--- src/rtl/ao_periph_obi_arbiter_pkg.sv ---
// -----------------------------------------------------------------------------
// ao_periph_arb_pkg
// Arbiter-local constants and types.
//   arb_id_width()  : requester-ID width, clog2(num_req) with a floor of 1
//   tracker_entry_t : one ID-tracker entry sized for the largest supported
//                     requester count
// -----------------------------------------------------------------------------
package ao_periph_arb_pkg;

  localparam int unsigned ARB_MAX_REQ  = 8;
  localparam int unsigned ARB_ID_MAX_W = 3;

  function automatic int unsigned arb_id_width(input int unsigned num_req);
    arb_id_width = (num_req <= 32'd2) ? 32'd1 : $clog2(num_req);
  endfunction

  typedef logic [ARB_ID_MAX_W-1:0] tracker_entry_t;

endpackage

--- src/rtl/obi_pkg.sv ---
// -----------------------------------------------------------------------------
// obi_pkg
// Shared OBI bus types used by the always-on peripheral arbiter.
//   obi_req_t  : req, we, be, addr, wdata (requester -> slave)
//   obi_resp_t : gnt, rvalid, rdata      (slave -> requester)
// -----------------------------------------------------------------------------
package obi_pkg;

  typedef struct packed {
    logic        req;
    logic        we;
    logic [3:0]  be;
    logic [31:0] addr;
    logic [31:0] wdata;
  } obi_req_t;

  typedef struct packed {
    logic        gnt;
    logic        rvalid;
    logic [31:0] rdata;
  } obi_resp_t;

endpackage

--- src/rtl/ao_periph_obi_arbiter_id_fifo.sv ---
// -----------------------------------------------------------------------------
// ao_arb_id_fifo
// In-order tracker of granted requester IDs awaiting their rvalid.
//   push_i/push_id_i : record the ID of an accepted handshake
//   pop_i            : retire the head entry (ignored when empty)
//   full_o/empty_o   : occupancy == DEPTH / occupancy == 0
//   head_o           : ID that owns the next response
//   count_o          : registered occupancy
// A push while full is dropped; the arbiter never issues one.
// -----------------------------------------------------------------------------
module ao_arb_id_fifo #(
  parameter int DEPTH    = 2,
  parameter int ID_WIDTH = 1,
  localparam int PTR_W   = (DEPTH > 1) ? $clog2(DEPTH) : 1,
  localparam int CNT_W   = $clog2(DEPTH + 1)
) (
  input  logic                clk_i,
  input  logic                rst_i,
  input  logic                push_i,
  input  logic [ID_WIDTH-1:0] push_id_i,
  input  logic                pop_i,
  output logic                full_o,
  output logic                empty_o,
  output logic [ID_WIDTH-1:0] head_o,
  output logic [CNT_W-1:0]    count_o
);

  logic [ID_WIDTH-1:0] mem_r [DEPTH];
  logic [PTR_W-1:0]    wr_ptr_r;
  logic [PTR_W-1:0]    rd_ptr_r;
  logic [CNT_W-1:0]    count_r;
  logic                do_push_s;
  logic                do_pop_s;

  // Pointers wrap at DEPTH, which need not be a power of two.
  function automatic logic [PTR_W-1:0] ptr_inc(input logic [PTR_W-1:0] p);
    ptr_inc = (p == PTR_W'(DEPTH - 1)) ? '0 : p + PTR_W'(1);
  endfunction

  assign full_o    = (count_r == CNT_W'(DEPTH));
  assign empty_o   = (count_r == '0);
  assign head_o    = mem_r[rd_ptr_r];
  assign count_o   = count_r;
  assign do_push_s = push_i && !full_o;
  assign do_pop_s  = pop_i && !empty_o;

  // Storage, pointers and occupancy.
  always_ff @(posedge clk_i or posedge rst_i) begin
    if (rst_i) begin
      for (int i = 0; i < DEPTH; i++) mem_r[i] <= '0;
      wr_ptr_r <= '0;
      rd_ptr_r <= '0;
      count_r  <= '0;
    end else begin
      if (do_push_s) begin
        mem_r[wr_ptr_r] <= push_id_i;
        wr_ptr_r        <= ptr_inc(wr_ptr_r);
      end
      if (do_pop_s) begin
        rd_ptr_r <= ptr_inc(rd_ptr_r);
      end
      case ({do_push_s, do_pop_s})
        2'b10:   count_r <= count_r + CNT_W'(1);
        2'b01:   count_r <= count_r - CNT_W'(1);
        default: count_r <= count_r;
      endcase
    end
  end

endmodule

--- src/rtl/ao_periph_obi_arbiter.sv ---
// -----------------------------------------------------------------------------
// ao_periph_obi_arbiter
// Shares the always-on peripheral OBI slave port among NUM_REQ requesters.
// Zero-latency grant path; responses return in order via an ID tracker.
//   clk_i, rst_i  : clock, asynchronous active-high reset
//   master_req_i  : per-requester OBI requests
//   master_resp_o : per-requester gnt / rvalid / rdata
//   slave_req_o   : request forwarded to the AO peripheral slave
//   slave_resp_i  : slave gnt / rvalid / rdata
//   busy_o        : at least one transaction outstanding
//   err_o         : sticky, rvalid seen with nothing outstanding
// Build option AO_ARB_FIXED_PRIO_EN: fixed priority (lowest index wins)
// instead of round-robin.
// -----------------------------------------------------------------------------
module ao_periph_obi_arbiter
  import obi_pkg::*;
  import ao_periph_arb_pkg::*;
#(
  parameter int NUM_REQ         = 2,
  parameter int MAX_OUTSTANDING = 2
) (
  input  logic      clk_i,
  input  logic      rst_i,
  input  obi_req_t  master_req_i  [NUM_REQ],
  output obi_resp_t master_resp_o [NUM_REQ],
  output obi_req_t  slave_req_o,
  input  obi_resp_t slave_resp_i,
  output logic      busy_o,
  output logic      err_o
);

  localparam int ID_W  = int'(arb_id_width(NUM_REQ));
  localparam int CNT_W = $clog2(MAX_OUTSTANDING + 1);

  logic [ID_W-1:0]  win_id_s;
  logic             win_valid_s;
  logic [ID_W-1:0]  hold_id_r;
  logic             hold_r;
  logic [ID_W-1:0]  head_id_s;
  logic             fifo_full_s;
  logic             fifo_empty_s;
  logic [CNT_W-1:0] count_s;
  logic             issue_s;
  logic             accept_s;
  logic             pop_s;
  logic             err_r;
  tracker_entry_t   head_entry_s;

`ifndef AO_ARB_FIXED_PRIO_EN
  localparam int SUM_W = ID_W + 1;
  localparam logic [ID_W-1:0] LAST_ID = ID_W'(NUM_REQ - 1);

  logic [ID_W-1:0]  ptr_r;
  logic [SUM_W-1:0] rr_sum_s;
`endif

  // Winner selection; a stalled request keeps the port until it is granted.
  always_comb begin
    win_valid_s = 1'b0;
    win_id_s    = '0;
`ifndef AO_ARB_FIXED_PRIO_EN
    rr_sum_s    = '0;
`endif
    if (hold_r && master_req_i[hold_id_r].req) begin
      win_valid_s = 1'b1;
      win_id_s    = hold_id_r;
    end else begin
      // Walk from the far end so the nearest requester overwrites last.
      for (int i = NUM_REQ - 1; i >= 0; i--) begin
`ifdef AO_ARB_FIXED_PRIO_EN
        if (master_req_i[i].req) begin
          win_valid_s = 1'b1;
          win_id_s    = ID_W'(i);
        end
`else
        rr_sum_s = {1'b0, ptr_r} + SUM_W'(i);
        if (rr_sum_s >= SUM_W'(NUM_REQ)) begin
          rr_sum_s = rr_sum_s - SUM_W'(NUM_REQ);
        end
        if (master_req_i[rr_sum_s[ID_W-1:0]].req) begin
          win_valid_s = 1'b1;
          win_id_s    = rr_sum_s[ID_W-1:0];
        end
`endif
      end
    end
  end

  // A full tracker blocks issue for the whole cycle, even if a pop coincides.
  assign issue_s  = win_valid_s && !fifo_full_s;
  assign accept_s = issue_s && slave_resp_i.gnt;
  assign pop_s    = slave_resp_i.rvalid && !fifo_empty_s;

  assign head_entry_s = tracker_entry_t'(head_id_s);

  // Request forwarding, grant steering and response routing.
  always_comb begin
    slave_req_o = '0;
    for (int i = 0; i < NUM_REQ; i++) master_resp_o[i] = '0;
    if (issue_s) begin
      slave_req_o                 = master_req_i[win_id_s];
      master_resp_o[win_id_s].gnt = slave_resp_i.gnt;
    end else begin
      slave_req_o = '0;
    end
    if (pop_s) begin
      master_resp_o[head_entry_s[ID_W-1:0]].rvalid = 1'b1;
      master_resp_o[head_entry_s[ID_W-1:0]].rdata  = slave_resp_i.rdata;
    end else begin
      slave_req_o.we = slave_req_o.we;
    end
  end

  ao_arb_id_fifo #(
    .DEPTH    (MAX_OUTSTANDING),
    .ID_WIDTH (ID_W)
  ) u_id_fifo (
    .clk_i     (clk_i),
    .rst_i     (rst_i),
    .push_i    (accept_s),
    .push_id_i (win_id_s),
    .pop_i     (pop_s),
    .full_o    (fifo_full_s),
    .empty_o   (fifo_empty_s),
    .head_o    (head_id_s),
    .count_o   (count_s)
  );

  // Remember a presented-but-ungranted request so it stays on the port.
  always_ff @(posedge clk_i or posedge rst_i) begin
    if (rst_i) begin
      hold_r    <= 1'b0;
      hold_id_r <= '0;
    end else begin
      hold_r    <= issue_s && !slave_resp_i.gnt;
      hold_id_r <= win_id_s;
    end
  end

`ifndef AO_ARB_FIXED_PRIO_EN
  // Round-robin pointer advances past the winner only on a completed handshake.
  always_ff @(posedge clk_i or posedge rst_i) begin
    if (rst_i) begin
      ptr_r <= '0;
    end else if (accept_s) begin
      ptr_r <= (win_id_s == LAST_ID) ? '0 : win_id_s + ID_W'(1);
    end else begin
      ptr_r <= ptr_r;
    end
  end
`endif

  // Sticky protocol error: a response arrived with nothing outstanding.
  always_ff @(posedge clk_i or posedge rst_i) begin
    if (rst_i) begin
      err_r <= 1'b0;
    end else if (slave_resp_i.rvalid && fifo_empty_s) begin
      err_r <= 1'b1;
    end else begin
      err_r <= err_r;
    end
  end

  assign busy_o = (count_s != '0);
  assign err_o  = err_r;

endmodule

--- config.mk ---
export PLATFORM = sky130hd
export DESIGN_NAME = ao_periph_obi_arbiter
export DESIGN_NICKNAME = d
export VERILOG_FILES = /design/src/rtl/ao_periph_obi_arbiter_pkg.sv /design/src/rtl/obi_pkg.sv /design/src/rtl/ao_periph_obi_arbiter_id_fifo.sv /design/src/rtl/ao_periph_obi_arbiter.sv
export SDC_FILE = /design/constraint.sdc
export NUM_CORES = 1
export LEC_CHECK = 0
export BUFFER_PORTS_ARGS = -buffer_cell sky130_fd_sc_hd__buf_2
export CAP_MARGIN = 0
export CORE_AREA = 2 2 124 126
export DETAILED_ROUTE_END_ITERATION = 7
export DIE_AREA = 0 0 126 128
export GPL_ROUTABILITY_DRIVEN = 0
export GPL_TIMING_DRIVEN = 0
export PLACE_DENSITY_LB_ADDON = 0.3
export SYNTH_ARGS = -nofsm -noshare
export SYNTH_HDL_FRONTEND = slang
export SYNTH_SLANG_ARGS = --single-unit
export TNS_END_PERCENT = 1
--- constraint.sdc ---
create_clock -name clk_i -period 2.35 [get_ports clk_i]
set_clock_uncertainty 0.1 [all_clocks]
set_input_delay 0.1175 -clock clk_i [delete_from_list [all_inputs] [get_ports clk_i]]
set_output_delay 0.1175 -clock clk_i [all_outputs]
set_load 0.05 [all_outputs]
Yosys cells after proc, flatten, opt, wreduce, memory -nomap -nowiden. Cells that the tools add are included. Widths: inputs -> output; s select.

Bits in registers: 10. Input bits: 176.

Equal/unequal tests: 3. Reduce and logical (&&, ||, !) cells: 17. Order comparisons: 12. Mux-type cells: 43. $add $sub $neg: 8. Bitwise logic cells: 8.

Operators by type and width (number): $mux 70 (13); $bwmux 68 (2); $mux 68 (2); $demux 34 s1 (3); $and 68x68->68 (1); $mux 34 (1); $mux 33 (1); $mux 32 (1); $mux 1 (17); $ge 2x2->1 const B (8); $not 1->2 (7); $logic_and 1x1->1 (11); $lt 2x1->1 const B (3); $eq 2x2->1 const B (2); $pmux 2 s2 (1); $reduce_bool 2->1 (2); $add 1x1->1 const B (3); $logic_not 1->1 (3); $add 1x1->2 const B (1); $add 2x1->2 const B (1); $bwmux 2 (1); $eq 2x1->1 const B (1); $ge 1x2->1 const B (1); $logic_not 2->1 (1); 3 further kinds (4).

Depth between registers and ports, before layout.
Word-level depth: 23. Gate-level depth with buffers: 8. Depth with buffers taken out: 6.

By module. Synthesis repeated with hierarchy kept, for this count alone.

Cells, all modules: 518. Area total of the unflattened synthesis: 3108.0 um^2.

By module, submodules not included: ao_periph_obi_arbiter (times used 1, area each 2821.5 um^2, cells each 494, sequential area each 100.1 um^2); ao_arb_id_fifo (times used 1, area each 286.5 um^2, cells each 24, sequential area each 150.1 um^2).

Worst setup path after synthesis. Ideal clock, no wire load.

Path kind: reg2out. Start: register u_id_fifo.count_r[1] (netlist: u_id_fifo.count_o[1]). End: output master_resp_o[67] (netlist bit). Path slack: 0.403 ns. Required time: 2.132 ns. Path buffers: 1. Cell stages (with the launch flop): 5. Arrival time: 1.730 ns. Cell sequence: dfrtp_1 -> nor2b_1 -> or3_1 -> buf_2 -> nor2_1.

RTL lines: start: declaration (RTL line ao_periph_obi_arbiter_id_fifo.sv:31) `logic [CNT_W-1:0] count_r;`; start signal: assignment (RTL line ao_periph_obi_arbiter_id_fifo.sv:63) `2'b10: count_r <= count_r + CNT_W'(1);`; start signal: assignment (RTL line ao_periph_obi_arbiter_id_fifo.sv:64) `2'b01: count_r <= count_r - CNT_W'(1);`; start signal: assignment (RTL line ao_periph_obi_arbiter_id_fifo.sv:65) `default: count_r <= count_r;`; end: declaration (RTL line ao_periph_obi_arbiter.sv:25) `output obi_resp_t master_resp_o [NUM_REQ],`.

==> metrics.txt <==
status=complete, no violations; Arr. time, crit path=approximately 2 ns; wirelength, routed=between 15000 and 20000 µm; critical path cell sequence=mux2i_4 -> buf_4 -> buf_4 -> a21oi_1 -> o21a_1 -> buf_2; largest net degree at the start of global routing=11; Slew HR=0.654; number of port buffers=314; mux cell area share after synthesis=0.0133; DR vias/cell=~4.6; Hold Crit Class=input pin to register; layout cells sized above 1=0.423; io pins=316; Post-synth EDFFs=0; RR Startpoint=u_id_fifo.count_o[1]$_DFFE_PP0P_; most frequent cell on the critical path=buf_4; RSZ-0062 raised after global routing=no; Max clock buf depth=2; post-synth cell types=27; H-tree levels=1; fin crit share=0.942; largest family of logic cells by synthesized area=compound AO/OA/AOI/OAI gates; Post-Syn Area per Cell=5.63 µm²; vias=4677; clock root cell=clkbuf_16; static leakage=2.74 nW; Post-DP HPWL=~13000 µm; initial antenna violation count=5; Pwr Total=around 5.8 mW; family with the most delay on the worst path=buffers and inverters; worst hold stages=2; total die area=0.0161 mm²; area grow syn2layout=65.9%; R2R setup slack=0.42 ns; Worst-Margin Slew=0.518 ns; fraction of the yosys area taken by sequential cells=0.0859; total congestion overflow=0; Req. time, crit path=roughly 2.1 ns; CTS tree=done; setup TNS=0 ns; Worst VDD drop=approximately 0.00056 V; Worst R2R End=u_id_fifo.count_o[1]$_DFFE_PP0P_; WL met3=1030 µm; most frequent cells in the layout=buf_2 (338), nand2_1 (140), a21oi_1 (138); DRC viols=0; Top Metal Used=met4; postcts setup bufs=0; routed wl met2=8830 µm; Core Region=around 0.015 mm²; f_max=452 MHz; first-pass GRT wire length=23900 µm; vias in the first global route=4288; drt pass-1 iters=4; die height=around 130 µm; Hold Path Origin=slave_resp_i[33]; Final setup viols=0; nets=1014; yosys warns=0; xor and xnor area share after synthesis=0.0150; syn_nets=694; mapped cell area=0.00291 mm²; Cell Count, Final, Fillers Out=1024; clk sinks=10; slowest stage delay, CP=between 0.4 and 0.5 ns; Routed Antenna Nets=0; Simple-Gate Fraction of Synth Area=0.337; WL met1=between 6000 and 7000 µm; Final Core Density=0.325; commonest non-fill, non-tap cell in the layout=buf_2; cts bufs inserted=3; FF+latch count, synth=10; Wirelength per Cell=around 16 µm; Die W=roughly 130 µm; max-cap viol count=0; crit path capture type=output pin; Slew Limit Fails=0; placed insts=1019; Worst-path clk slew=0.04 ns; Worst-Skew Late Latency=0.24 ns; ANT cells=0; Adder-Cell Fraction of Synth Area=0.00430; Worst setup SP type=register; asr flop ratio synth=1.00; Synth Area in Compound Gates=0.440; # rows=45; Worst Hold Path EP=hold_r$_DFF_PP0_; Final Hold Vio Count=0; crit path max fanout=10; Initial Utilization=0.196; PwrDens=1210 mW/mm²; Crit Path Category=register to output pin; Initial DRC Count=250; R2R depth=6; crit path time final=2.21 ns; Post-Synthesis Cells=517; GRT Total Usage=0.186; Crit-path slowest cell=dfrtp_1; CP bufs+invs=3; Synth Flop Type=dfrtp_1
state kept, by name, summed over array words and instances (netlist names):
signal / flops
hold_id_r: 1
u_id_fifo.rd_ptr_r: 1
u_id_fifo.wr_ptr_r: 1
ptr_r: 1
u_id_fifo.mem_r: 2
hold_r: 1
u_id_fifo.count_o: 2
err_o: 1
synthesized netlist by cell type, drive strengths merged (2+ instances only):
cell	count	area, µm²
nand2	140	526
a21oi	138	691
o21a	69	518
and2	64	400
buf	32	173
clkbuf	28	105
dfrtp	10	250
inv	7	26.3
nor2	7	26.3
xnor2	4	35.0
o31ai	3	22.5
mux2i	2	23.8
nor2b	2	12.5
o21ai	2	17.5
worst max path at each step:
| stage | depth (start not counted) | end | slack, ns | from |
|---|---|---|---|---|
| floorplan | 4 | master_resp_o[67] | 0.40 | u_id_fifo.count_o[1]$_DFFE_PP0P_ |
| global route | 5 | slave_req_o[17] | 0.01 | u_id_fifo.count_o[0]$_DFFE_PP0P_ |
| CTS | 5 | master_resp_o[63] | 0.02 | u_id_fifo.rd_ptr_r$_DFFE_PP0P_ |
| finish | 6 | slave_req_o[19] | 0.14 | hold_r$_DFF_PP0_ |
| detailed placement | 6 | slave_req_o[21] | 0.21 | hold_r$_DFF_PP0_ |
| global placement | 6 | slave_req_o[19] | 0.25 | hold_r$_DFF_PP0_ |
routing by layer:
| layer | global-route usage | vias up |
|---|---|---|
| met1 | 0.212 | 2069 |
| met3 | 0.0184 | 15 |
| li1 | - | 2357 |
| met5 | 0 | - |
| met2 | 0.383 | 236 |
| met4 | 0.0136 | 0 |
cell families (layout without fill, tap and decap cells):
family | count (synthesis) | count (layout)
AO/OA/AOI/OAI | 215 | 215
XOR/XNOR | 5 | 5
adder cells (fa/ha/maj) | 1 | 1
buffers and inverters | 67 | 386
flip-flops | 10 | 10
multiplexers | 3 | 3
AND/OR/NAND/NOR | 216 | 216
power by group:
part / internal [mW] / switching, mW
clock: 0.256 / 0.0792
combinational: 1.32 / 3.86
sequential: 0.244 / 0.0791
per-stage QoR:
stage               cell area, µm²  hold WS (ns)  setup slack, ns
floorplan                     2910        -0.142            0.403
global placement              4720        0.0109            0.248
detailed placement            4720        0.0131            0.211
CTS                           4830        0.0198           0.0244
global route                  4830        0.0325           0.0121
finish                        4830        0.0140            0.137
final cells by class:
type                            count  area, µm²
Buffer                             60        279
Multi-Input combinational cell    440       2370
Timing Repair Buffer              315       1580
Sequential cell                    10        250
Clock buffer                        4       88.8
Inverter                            7       26.3
Tap cell                          188        235
Fill cell                        1727      10000
timing repair:
action,CTS,global route
hold buffers,1,0
setup endpoints to repair,10,30
hold endpoints to repair,10,0
resized for setup,1,3
cloned,0,0
Power figures use the tool's default switching activity.
